File: config.mk
export PLATFORM = sky130hd
export DESIGN_NAME = skew_buffer
export DESIGN_NICKNAME = d
export VERILOG_FILES = /design/src/rtl/skew_buffer.sv
export SDC_FILE = /design/constraint.sdc
export NUM_CORES = 1
export LEC_CHECK = 0
export CAP_MARGIN = 0
export CORE_MARGIN = 1.5
export CORE_UTILIZATION = 60
export CTS_CLUSTER_SIZE = 30
export DETAILED_ROUTE_END_ITERATION = 6
export PLACE_DENSITY_LB_ADDON = 0.2
export SLEW_MARGIN = 20
export SYNTH_ARGS = -nofsm -noshare
export SYNTH_HDL_FRONTEND = slang
export SYNTH_SLANG_ARGS = --single-unit
File: constraint.sdc
create_clock -name clk -period 2.65 [get_ports clk]
set_input_delay 0.265 -clock clk [delete_from_list [all_inputs] [get_ports clk]]
set_output_delay 0.265 -clock clk [all_outputs]
set_load 0.01 [all_outputs]
File: src/rtl/skew_buffer.sv
// skew_buffer: diagonal skew (lane i delayed i cycles) or deskew (lane i delayed N-1-i) stage for the systolic array edge.
// Latency: 1 + D(i) enabled cycles per lane; a common input register means no lane is combinational.
// Backpressure: en=0 stalls every register, the FSM and the drain counter; drain_done is held low while stalled.
// Optional build macro SKEW_BUF_ZERO_GATE_EN: when defined, a lane's out_data is forced to 0 while its out_valid is 0.
module skew_buffer #(
  parameter int N      = 8,
  parameter int DW     = 8,
  parameter int DESKEW = 0
) (
  input  logic            clk,
  input  logic            rst_n,
  input  logic            en,
  input  logic            in_valid,
  input  logic [N*DW-1:0] in_data,
  output logic [N-1:0]    out_valid,
  output logic [N*DW-1:0] out_data,
  output logic            busy,
  output logic            drain_done
);

  localparam int CW = $clog2(N + 1);

  typedef enum logic [1:0] {
    IDLE   = 2'd0,
    STREAM = 2'd1,
    DRAIN  = 2'd2
  } state_t;

  state_t          state_q;
  state_t          state_d;
  logic [CW-1:0]   cnt_q;
  logic [CW-1:0]   cnt_d;

  logic            in_vld_q;
  logic [N*DW-1:0] in_dat_q;
  logic [N-1:0]    lane_busy;

  // Common input register shared by every lane.
  always_ff @(posedge clk or negedge rst_n) begin
    if (!rst_n) begin
      in_vld_q <= 1'b0;
      in_dat_q <= '0;
    end else if (en) begin
      in_vld_q <= in_valid;
      in_dat_q <= in_data;
    end
  end

  // Per-lane delay lines: D extra stages after the input register.
  for (genvar i = 0; i < N; i++) begin : g_lane
    localparam int D = (DESKEW != 0) ? (N - 1 - i) : i;

    logic [DW-1:0] lane_dat;

    if (D == 0) begin : g_pass
      assign out_valid[i]  = in_vld_q;
      assign lane_dat      = in_dat_q[i*DW +: DW];
      // The input register valid is already folded into busy directly.
      assign lane_busy[i]  = 1'b0;
    end else begin : g_shift
      logic [D-1:0]  vld_sr;
      logic [DW-1:0] dat_sr [D];

      // Shift the {valid, data} pair one stage per enabled cycle.
      always_ff @(posedge clk or negedge rst_n) begin
        if (!rst_n) begin
          vld_sr <= '0;
          for (int k = 0; k < D; k++) begin
            dat_sr[k] <= '0;
          end
        end else if (en) begin
          vld_sr[0] <= in_vld_q;
          dat_sr[0] <= in_dat_q[i*DW +: DW];
          for (int k = 1; k < D; k++) begin
            vld_sr[k] <= vld_sr[k-1];
            dat_sr[k] <= dat_sr[k-1];
          end
        end
      end

      assign out_valid[i] = vld_sr[D-1];
      assign lane_dat     = dat_sr[D-1];
      assign lane_busy[i] = |vld_sr;
    end

`ifdef SKEW_BUF_ZERO_GATE_EN
    // Feed zeros into the array MACs while a lane is filling or draining.
    assign out_data[i*DW +: DW] = out_valid[i] ? lane_dat : '0;
`else
    // Data passes through untouched; consumers qualify it with out_valid.
    assign out_data[i*DW +: DW] = lane_dat;
`endif
  end

  // FSM state and drain counter; both freeze on stall.
  always_ff @(posedge clk or negedge rst_n) begin
    if (!rst_n) begin
      state_q <= IDLE;
      cnt_q   <= '0;
    end else if (en) begin
      state_q <= state_d;
      cnt_q   <= cnt_d;
    end
  end

  // Next-state, counter update and the drain completion pulse.
  // DRAIN starts one cycle after the last beat was sampled with cnt=N. The
  // last beat reaches the longest lane's output N-1 cycles after that, which
  // is the cycle in which cnt sits at 2 and its decrement lands on 1.
  always_comb begin
    state_d    = state_q;
    cnt_d      = cnt_q;
    drain_done = 1'b0;
    case (state_q)
      IDLE: begin
        cnt_d = '0;
        if (in_valid) begin
          state_d = STREAM;
        end
      end
      STREAM: begin
        cnt_d = '0;
        if (!in_valid) begin
          state_d = DRAIN;
          cnt_d   = CW'(N);
        end
      end
      DRAIN: begin
        if (in_valid) begin
          // A new burst cancels the drain without a completion pulse.
          state_d = STREAM;
          cnt_d   = '0;
        end else if (cnt_q <= CW'(2)) begin
          drain_done = en;
          state_d    = IDLE;
          cnt_d      = '0;
        end else begin
          cnt_d = cnt_q - CW'(1);
        end
      end
      default: begin
        state_d = IDLE;
        cnt_d   = '0;
      end
    endcase
  end

  // Busy covers the FSM plus every valid bit still in flight.
  assign busy = (state_q != IDLE) | in_vld_q | (|lane_busy);

endmodule

Word level (Yosys, flattened, before mapping)
Cells that the tools add are included.
Storage, ports and cells
  flip-flop bits (word level): 323
  input bits: 68
  output and inout port bits: 74
  word-level logic and storage cells: 64
Operators by class
  add/subtract/negate cells: 1
  $lt $le $gt $ge: 1
  eq/ne operators: 5
  muxes and demuxes: 12
  bitwise logic cells: 2
  reductions and logical operators: 4
Operators by type and width (count)
  28-bit OR reduction: 1
  4-bit two-way mux: 3
  2-bit two-way mux: 4
  4-bit case mux with 2 select lines: 1
  2-bit case mux with 3 select lines: 1
  4-bit by 2-bit <= comparator with 1-bit output, second input constant: 1
  2-bit inequality test, second input constant: 2
  4-bit AND reduction: 1
  4-bit by 1-bit subtractor with 4-bit output, second input constant: 1
  1-bit two-way mux: 3
  3-bit inequality test, second input constant: 1
  2-bit by 1-bit equality test with 1-bit output, second input constant: 1
  2-bit equality test, second input constant: 1
  2-bit logical NOT: 1
  1-bit OR: 2
  2-bit nonzero test: 1

Logic depth before layout (Yosys ltp)
  depth in word-level cells: 4
  depth in mapped cells: 6
  mapped depth without buffers: 6

Least setup slack after synthesis
OpenSTA, ideal clock, no wires.
  path type: register to register
  start point: register cnt_q[0]
  end point: register state_q[1]
  library setup time: 127 ps
  arrival time: 1432 ps
  required time: 2523 ps
  path slack: 1091 ps
  cell stages (with the launch flop): 7
  buffers on the path: 0
  period minus slack after synthesis: 1559 ps
  cells stage by stage: dfrtp_1 -> inv_1 -> ha_1 -> nor2b_4 -> o311a_4 -> nor2_1 -> mux2_1
Between the ends
  word-level cells in the longest chain between the ends: 3
RTL lines
  start: declaration: RTL line 31  | logic [CW-1:0] cnt_q;
  start signal: assignment: RTL line 102  | cnt_q <= cnt_d;
  4-bit by 2-bit <= comparator with 1-bit output: RTL line 133  | end else if (cnt_q <= CW'(2)) begin
  3-bit inequality test (no source line)
  4-bit AND reduction (no source line)
  end signal: assignment: RTL line 101  | state_q <= state_d;
  end: declaration: RTL line 29  | state_t state_q;
Every way passes these cells.
A chain may end at the register's enable or synchronous reset.

Final worst setup path
  start point: register state_q[0]
  end point: output port drain_done
Between the ends
  word-level cells in the longest chain between the ends: 2
RTL lines
  2-bit equality test: RTL line 114  | case (state_q)
  1-bit two-way mux: RTL line 114
  end: declaration: RTL line 18  | output logic drain_done
Every way passes these cells.

==> metrics.txt <==
simple-gate area share of the yosys netlist less than 1%; initial core utilization roughly three fifths; outcome finished, final reports clean; mux cell area share after synthesis approximately 28%; CP max-delay cell dfrtp_1; reg2reg setup slack roughly 0.94 ns; worst-path fanout max 5; Post-Syn Area around 12000 sq um; grt total ovfl 0; CP Buf/Inv Count 2; Pwr Density approximately 910 nW/um^2; Setup Viol. Count Final 0; synthesis-stage register bit count ~300; Compound-Gate Fraction of Synth Area less than 1%; number of synthesis warnings 0; Avg Cell Area, Syn 16.31 sq um; Switching Power approximately 0.0030 W; post-DP HPWL between 10000 and 15000 um; first-pass GRT wire length about 30000 um; Die W roughly 140 um; HP Class input port to flip-flop; Arrival @ worst endpoint ~2.0 ns; Peak supply drop about 530 uV; via/cell ratio ~5.3; largest net degree at the start of global routing around 130; # clock sinks 302; Critical Path Source state_q[0]$_DFFE_PN0P_; io pins around 140; CP top delay family flip-flops; initial antenna violation count 0; R2R depth 6; RSZ-0062 raised after global routing no; gpl congestion between 0.6 and 0.7; Root Driver clkbuf_16; Clock Power Share between 30% and 40%; worst flop-to-flop path endpoint state_q[1]$_DFFE_PN0P_; H-tree depth 1; Worst-Skew Late Latency between 0.5 and 0.6 ns; final hold vios 0; Int Pwr 0.009991 W; Layout area overhead 18.69%; Slew headroom approximately 54%; Net Sw Frac a little under a quarter; syn_nets roughly 800; final worst path period share 86.93%; postcts setup bufs 0; Logic pwr share between 10% and 20%; Setup Skew between 0.006 and 0.007 ns; commonest non-fill, non-tap cell in the layout dfrtp_1; worst-path cell chain inv_1 > ha_1 > nand2b_1 > nor4_2 > dlygate4sd2_1; commonest cells after routing, fill and taps aside 302 x dfrtp_1, 292 x mux2_2, 138 x clkdlybuf4s50_1; Clock transition at path regs roughly 0.06 ns; Reg power frac a little under half; DIE AREA around 21000 sq um; Rows 51; Pre-Repair DR Iteration Count 4; DRC violations left 0; crit path launch type flip-flop; area of the core just under 20000 sq um; Vias 5857; fill count around 1300; Data required, critical path 2.38 ns; dpl cells between 1000 and 1500; Post-Synthesis Cells around 730; Max Transition Viols Final 0; PortBufs around 140; Hold EP cnt_q[2]$_DFFE_PN0P_; crit-path max cell delay ~0.43 ns; CP Class flip-flop to output pin; CTS max path bufs 3; share of layout cells above drive strength 1 between 40% and 50%; Max Freq 0.4341 GHz; Total Wirelength ~18000 um; WL per Instance about 16 um; element type at the critical path end output pin; vias in the first global route between 6000 and 7000; largest family of logic cells by synthesized area multiplexers; overall routing resource usage approximately 18%; Hold Path Origin en; Tmin final approximately 2.3 ns; setup TNS 0 ns; Final nets 898; post-synthesis cell type count 24; Num CTS Buffers 30; ANT cells 0; xor/xnor share of the synthesized area 0%; CTS tree built; Critical R2R Launch cnt_q[0]$_DFFE_PN0P_; Synth Area in Adders less than 1%; Seq/Total Area, Yosys 63.11%; Lkg Pwr 6.068 nW; worst-margin pin slew roughly 0.7 ns; initial drt markers 242; worst hold path depth 3; post-route insts no fill approximately 1100; max-cap violations 0; final antenna-violating net count 0; die height roughly 140 um
==> cells in the mapped netlist <==
cell type  number  area share, %
a21oi_1         1          0.042
buf_2           7           0.29
buf_4          62            3.9
buf_6          23            2.2
dfrtp_1       302             63
ha_1            7           0.73
inv_1           8           0.25
mux2_1          5           0.47
mux2_2        292             27
mux2i_1         2           0.17
nand2_1         3          0.094
nand2b_1        4           0.21
nand3_1         2          0.084
nand4_1         1          0.052
nor2_1          3          0.094
nor2b_4         1           0.11
nor3_1          1          0.042
nor4_1          2           0.10
o21ai_0         3           0.13
o22ai_1         1          0.052
o311a_4         1           0.18
o31ai_1         1          0.063
o32ai_1         1          0.073
o41ai_2         1           0.14
==> sequential cells by signal, summed over array words and instances, names as in the netlist <==
name	cells
state_q	2
g_lane.lane_dat	48
cnt_q	4
in_vld_q	1
in_dat_q	64
g_lane.g_shift.vld_sr	7
g_lane.g_shift.dat_sr	176
==> repair_timing <==
item                       in CTS  in global routing
gates resized for setup         2                  0
hold endpoints to repair       55                  0
setup endpoints to repair       1                  0
hold buffers                    1                  0
==> worst max-delay path by stage <==
stage                     slack [ns]                      to  depth (start not counted)
final                           0.35              drain_done                          5
after global routing            0.18              drain_done                          5
after CTS                       0.29              drain_done                          5
after detailed placement        0.36              drain_done                          4
after global placement          0.38              drain_done                          4
after floorplan                 1.09  state_q[1]$_DFFE_PN0P_                          6
==> final cells by class <==
type	instances	area (sq um)	area share (%)
Clock buffer	43	880.8	6.198
Inverter	8	30.03	0.2113
Clock inverter	11	234.0	1.646
Timing Repair Buffer	149	1545	10.87
Multi-Input combinational cell	332	3633	25.57
Tap cell	265	331.6	2.333
Sequential cell	302	7557	53.17
==> worst reg2reg max path, delay by kind of cell, from the launching register on <==
family | cells | cell delay (ns)
DFF | 1 | 0.39
muxes | 1 | 0.34
AOI/OAI and AO/OA | 1 | 0.33
adders and majority gates | 1 | 0.21
and+or+nand+nor | 2 | 0.19
buffers and inverters | 1 | 0.13
==> kinds of logic after synthesis <==
logic type,after synthesis
compound gates,9
buf+inv,100
simple gates,17
mux,299
fa+ha+maj,7
flops,302
==> power groups by stage <==
| stage | clock network (W) | registers, W | logic [W] |
|---|---|---|---|
| 4_1_cts | 0.00474 | 0.00614 | 0.00225 |
| 3_5_place_dp | 0 | 0.00621 | 0.00223 |
| 2_1_floorplan | 0 | 0.00604 | 0.00162 |
| 6_report | 0.00462 | 0.00612 | 0.00220 |
| 3_3_place_gp | 0 | 0.00612 | 0.00213 |
| 5_1_grt | 0.00491 | 0.00627 | 0.00241 |
==> routing by layer <==
metal	global-route usage, %	wire (um)	vias to the layer above
met4	4.838	360	0
met2	30.22	9178	117
met5	0	0	-
met3	4.272	912	26
li1	-	-	2685
met1	23.76	7584	3029
==> per-stage QoR <==
stage	hold slack, ns	utilization (%)	area, sq um	worst slack [ns]	total power (W)
final	0.1059	72.79	14210	0.3463	0.01295
after global routing	0.1075	72.79	14210	0.1833	0.01359
after CTS	0.07633	72.79	14210	0.2937	0.01312
after detailed placement	0.2263	67.00	13080	0.3612	0.008437
after global placement	0.2228	67.00	13080	0.3824	0.008253
after floorplan	-0.03059	-	11970	1.091	0.007659
Power figures use the tool's default switching activity.
